--- src/rtl/multi_edge_detector.sv ---
// Multi-channel input conditioner: per-channel synchroniser, debounce filter,
// registered rise/fall pulses, sticky event flags with clear, and one irq line.
module multi_edge_detector #(
  parameter int WIDTH       = 8,
  parameter int SYNC_STAGES = 2,
  parameter int DEBOUNCE    = 16
) (
  input  logic             clk,
  input  logic             rst_n,
  input  logic             enable,
  input  logic [WIDTH-1:0] data_in,
  input  logic [WIDTH-1:0] clear,
  output logic [WIDTH-1:0] level,
  output logic [WIDTH-1:0] pulse_rise,
  output logic [WIDTH-1:0] pulse_fall,
  output logic [WIDTH-1:0] pulse_both,
  output logic [WIDTH-1:0] flag_rise,
  output logic [WIDTH-1:0] flag_fall,
  output logic             irq
);

  localparam int             CNT_W   = $clog2(DEBOUNCE + 1);
  localparam logic [CNT_W-1:0] CNT_MAX = CNT_W'(DEBOUNCE - 1);

  // sync_q[0] samples data_in; the last stage is the synchronised value.
  logic [WIDTH-1:0] sync_q [SYNC_STAGES];
  logic [WIDTH-1:0] sync_w;

  logic [CNT_W-1:0] cnt_q [WIDTH];
  logic [CNT_W-1:0] cnt_d [WIDTH];
  logic [WIDTH-1:0] level_q,     level_d;
  logic [WIDTH-1:0] rise_q,      rise_d;
  logic [WIDTH-1:0] fall_q,      fall_d;
  logic [WIDTH-1:0] flag_rise_q, flag_rise_d;
  logic [WIDTH-1:0] flag_fall_q, flag_fall_d;

  assign sync_w = sync_q[SYNC_STAGES-1];

  always_comb begin
    level_d = level_q;
    rise_d  = '0;
    fall_d  = '0;
    for (int i = 0; i < WIDTH; i++) begin
      cnt_d[i] = cnt_q[i];
      if (enable) begin
        if (sync_w[i] == level_q[i]) begin
          cnt_d[i] = '0;
        end else if (cnt_q[i] == CNT_MAX) begin
          level_d[i] = sync_w[i];
          cnt_d[i]   = '0;
          rise_d[i]  = sync_w[i];
          fall_d[i]  = ~sync_w[i];
        end else begin
          cnt_d[i] = cnt_q[i] + CNT_W'(1);
        end
      end
    end
    // A new event wins over a simultaneous clear so no event is lost.
    flag_rise_d = (flag_rise_q & ~clear) | rise_d;
    flag_fall_d = (flag_fall_q & ~clear) | fall_d;
  end

  always_ff @(posedge clk) begin
    if (!rst_n) begin
      for (int s = 0; s < SYNC_STAGES; s++) sync_q[s] <= '0;
      for (int i = 0; i < WIDTH; i++) cnt_q[i] <= '0;
      level_q     <= '0;
      rise_q      <= '0;
      fall_q      <= '0;
      flag_rise_q <= '0;
      flag_fall_q <= '0;
    end else begin
      sync_q[0] <= data_in;
      for (int s = 1; s < SYNC_STAGES; s++) sync_q[s] <= sync_q[s-1];
      for (int i = 0; i < WIDTH; i++) cnt_q[i] <= cnt_d[i];
      level_q     <= level_d;
      rise_q      <= rise_d;
      fall_q      <= fall_d;
      flag_rise_q <= flag_rise_d;
      flag_fall_q <= flag_fall_d;
    end
  end

  assign level      = level_q;
  assign pulse_rise = rise_q;
  assign pulse_fall = fall_q;
  assign pulse_both = rise_q | fall_q;
  assign flag_rise  = flag_rise_q;
  assign flag_fall  = flag_fall_q;
  assign irq        = |(flag_rise_q | flag_fall_q);

endmodule
--- config.mk ---
export PLATFORM = sky130hd
export DESIGN_NAME = multi_edge_detector
export DESIGN_NICKNAME = d
export VERILOG_FILES = /design/src/rtl/multi_edge_detector.sv
export SDC_FILE = /design/constraint.sdc
export NUM_CORES = 1
export LEC_CHECK = 0
export ABC_AREA = 1
export BUFFER_PORTS_ARGS = -buffer_cell sky130_fd_sc_hd__buf_4
export CAP_MARGIN = 20
export CORE_ASPECT_RATIO = 1.1
export CORE_MARGIN = 1.5
export CORE_UTILIZATION = 55
export CTS_CLUSTER_SIZE = 12
export DETAILED_ROUTE_END_ITERATION = 7
export HOLD_SLACK_MARGIN = 0.06
export PLACE_DENSITY = 0.88
export SYNTH_ARGS = -nofsm -noshare
export SYNTH_HDL_FRONTEND = slang
export SYNTH_SLANG_ARGS = --single-unit
export TNS_END_PERCENT = 1
--- constraint.sdc ---
create_clock -name clk -period 1.3 [get_ports clk]
set_input_delay 0.13 -clock clk [delete_from_list [all_inputs] [get_ports clk]]
set_output_delay 0.13 -clock clk [all_outputs]
set_load 0.02 [all_outputs]
==> key figures <==
Yosys
  – Cell types with the highest counts after synthesis: nand2_1, dfxtp_1, inv_1
  – Count of flip-flops with a built-in enable after synthesis: 0
  – Top cell type's share of synthesized area: 0.483
  – Leading cell types by total area after synthesis: dfxtp_1, nand2_1, inv_1
  – Syn Area/Cell: 7.55 um2
  – Sequential-to-total area share from yosys stat: 0.483
  – Total number of yosys warnings: 0
  – Cells after Synth: 527
  – Synthesized Nets: 554
  – Primary FF master, synth: dfxtp_1
  – Unique masters post-synth: 28
  – Library cell occupying the most area in the post-synthesis netlist: dfxtp_1
  – Synth async-reset ratio: 0
  – Post-synth design cell area: 3980 um2
  – Post-synthesis register bit count: 96
  – Leading cell type by number of instances after synthesis: nand2_1

Timing
  – Summed negative setup slack over all endpoints: -111 ps
  – Setup-failing EPs final: 1
  – Count of endpoints failing hold in the final timing report: 0
  – Minimum hold slack: 204 ps
  – Relative slew slack: 0.775
  – Max Slew Vio Count: 0
  – Worst Clk Skew: 5.87 ps
  – Timing-limited maximum frequency: 709 MHz
  – Pin slew with the least headroom to its limit: 338 ps
  – Period Utilization, post-route: 1.09
  – Shortest period the worst path allows: 1410 ps
  – Worst Slack Setup Final: -111 ps
  – RSZ-0062 raised after global routing: yes

Placement
  – Cell area reported after detailed placement: 4610 um2
  – Port-buffer cells: 67
  – Inst Count DP: 674
  – Pre-CTS setup slack: 39.5 ps
  – Final estimated routing congestion in global placement: 0.847
  – DPL Wire Length: 6180 um

Final layout
  – Net total in the final layout: 643
  – Diode insertion count for antenna repair: 0
  – Layout area overhead: 27.5%
  – Fin area: 5070 um2
  – Share of layout cells above drive strength 1: 0.258
  – Number of fill cells in the layout: 477
  – Final standard cell utilization of the core: 0.724
  – Non-filler instance count after layout: 705

Power and ir drop
  – Leakage power figure: 2.35 nW
  – Switching power summed over all nets: 1.15 mW
  – Internal power: 4.02 mW
  – Power share of the combinational group: 0.057
  – Clk pwr share: 0.364
  – Sw Share: 0.222
  – Peak supply drop: 0.649 mV
  – P per Cell Area: 1020 nW/um2
  – Post-layout total power: 5.17 mW
  – Register share of total power: 0.579

CTS
  – CTS tree: yes
  – Clock-pin transition on the worst setup and hold timing paths: 90 ps
  – Clk_lat worst skew: 360 ps
  – Num CTS Buffers: 9
  – Maximum number of buffers from clock root to sink: 2
  – Number of H-tree levels: 3
  – Root buf cell: clkbuf_8
  – Clock sinks: 96

Worst setup path
  – Path depth of the worst reg2reg path: 5
  – Cells along the critical path: nor2_4, nand4_1, nand3b_1, buf_6
  – Critical path type: reg2out
  – Required time of the worst setup path: 1170 ps
  – Critical path origin: flag_rise[6]
  – Arrival time at the worst endpoint: 1280 ps
  – Maximum cell stage delay along the critical path: 380 ps
  – End of the worst register-to-register path: cnt_q[0][5]
  – Max FO, Critical Path: 3
  – Type of element launching the critical path: flip-flop
  – Flop-to-flop setup slack: 40 ps
  – Category of the worst setup path capture point: output pin
  – Cell type of the slowest stage on the worst timing path: dfxtp_1
  – Launch instance of the worst register-to-register path: cnt_q[0][6]

Run status
  – Status: finished, violations left
  – Failing checks: setup timing

Global route
  – Number of antenna violations at the first check in global routing: 0
  – Largest net degree at the start of global routing: 38
  – Final global-route overflow total: 0
  – Number of global-route vias before repair: 3395
  – Global-route wire length before repair: 14900 um
  – Global-route usage over all layers: 0.236

Floorplan
  – IO Count: 68
  – Placement Rows: 32
  – Core region area: 7010 um2
  – Die outline area: 7750 um2
  – Initial Utilization: 0.568
  – Die width: 84.1 um
  – Die Y-Extent: 92.2 um

Detailed routing
  – Number of remaining DRC errors: 0
  – Routed WL: 9050 um
  – First-iteration detailed-routing DRC count: 186
  – Final routed wire length divided by cell count: 12.8 um
  – Via density: 5.26
  – Post-detailed-route count of antenna-violating nets: 0
  – Number of vias in the routed layout: 3707
  – Detailed-routing iteration count for the pre-antenna-repair pass: 5

Hold path
  – Worst hold path depth: 2
  – Hold_sp: enable
  – End of the worst hold path: cnt_q[0][14]
  – Kind of path behind the tightest hold check: in2reg

Run
  – Max_cap viols: 0
## repair_timing
action / in CTS / in global routing
hold buffers: 16 / 0
resized for setup: 9 / 35
setup endpoints to repair: 1 / 42
setup buffers: 1 / 0
pin swaps: 3 / 4
endpoints found under the hold margin: 24 / 0
## power groups by stage
stage	Combinational (mW)	Sequential (mW)	Clock, mW
6_report	0.293	2.99	1.88
5_1_grt	0.321	3.00	2.05
4_1_cts	0.287	3.00	1.94
3_5_place_dp	0.248	3.07	0
3_3_place_gp	0.241	3.06	0
2_1_floorplan	0.157	3.06	0
## critical path, delay by kind of cell, from the launching register on
kind | cells | cell delay [ps]
flops | 1 | 380
simple gates | 3 | 390
buf+inv | 1 | 160
## registers in the layout (all words and copies together) (netlist names)
| signal | count |
|---|---|
| level | 8 |
| flag_fall | 8 |
| pulse_rise | 8 |
| sync_q | 16 |
| cnt_q | 40 |
| pulse_fall | 8 |
| flag_rise | 8 |
## layer usage
layer,up-vias,GRT usage,share of wire
li1,1876,-,-
met1,1705,0.280,0.42
met2,102,0.413,0.51
met3,24,0.0459,0.046
met4,0,0.104,0.025
met5,-,0,0
## area by class of cell
| type | instances | area [um2] | area share |
|---|---|---|---|
| timing repair buffer | 94 | 774 | 0.153 |
| multi-input combinational | 347 | 1800 | 0.354 |
| tap | 85 | 106 | 0.0210 |
| clock inverter | 4 | 45.0 | 0.00888 |
| inverter | 68 | 255 | 0.0503 |
| sequential | 96 | 1950 | 0.385 |
| clock buffer | 11 | 141 | 0.0279 |
## how the worst max path moves through the flow
| stage | end | slack (ps) | cells past startpoint |
|---|---|---|---|
| 2_1_floorplan | cnt_q[0][10] | 180 | 5 |
| 3_3_place_gp | irq | 20 | 4 |
| 3_5_place_dp | flag_fall[5] | 40 | 5 |
| 4_1_cts | irq | -140 | 3 |
| 5_1_grt | irq | -140 | 4 |
| 6_report | irq | -110 | 4 |
## placed cells by master (no fill, tap or decap), types with 9 or more instances in the layout
master / n
buf_4: 75
dfxtp_1: 74
o21a_1: 9
clkbuf_8: 10
a21oi_1: 41
dfxtp_2: 20
inv_1: 66
o21ai_0: 12
nand4_1: 21
nor2_1: 15
dlygate4sd3_1: 16
nand3_1: 47
nor2_2: 15
nand2_1: 141
## kinds of logic (layout without fill, tap and decap cells)
logic type                 after synthesis  in the layout  share of synthesized area
adders and majority gates                8              8                     0.0252
DFF                                     96             96                      0.483
and+or+nand+nor                        269            269                      0.311
AOI/OAI and AO/OA                       70             70                     0.0956
buffers and inverters                   84            177                     0.0849
(Power assumes the default switching activity.)
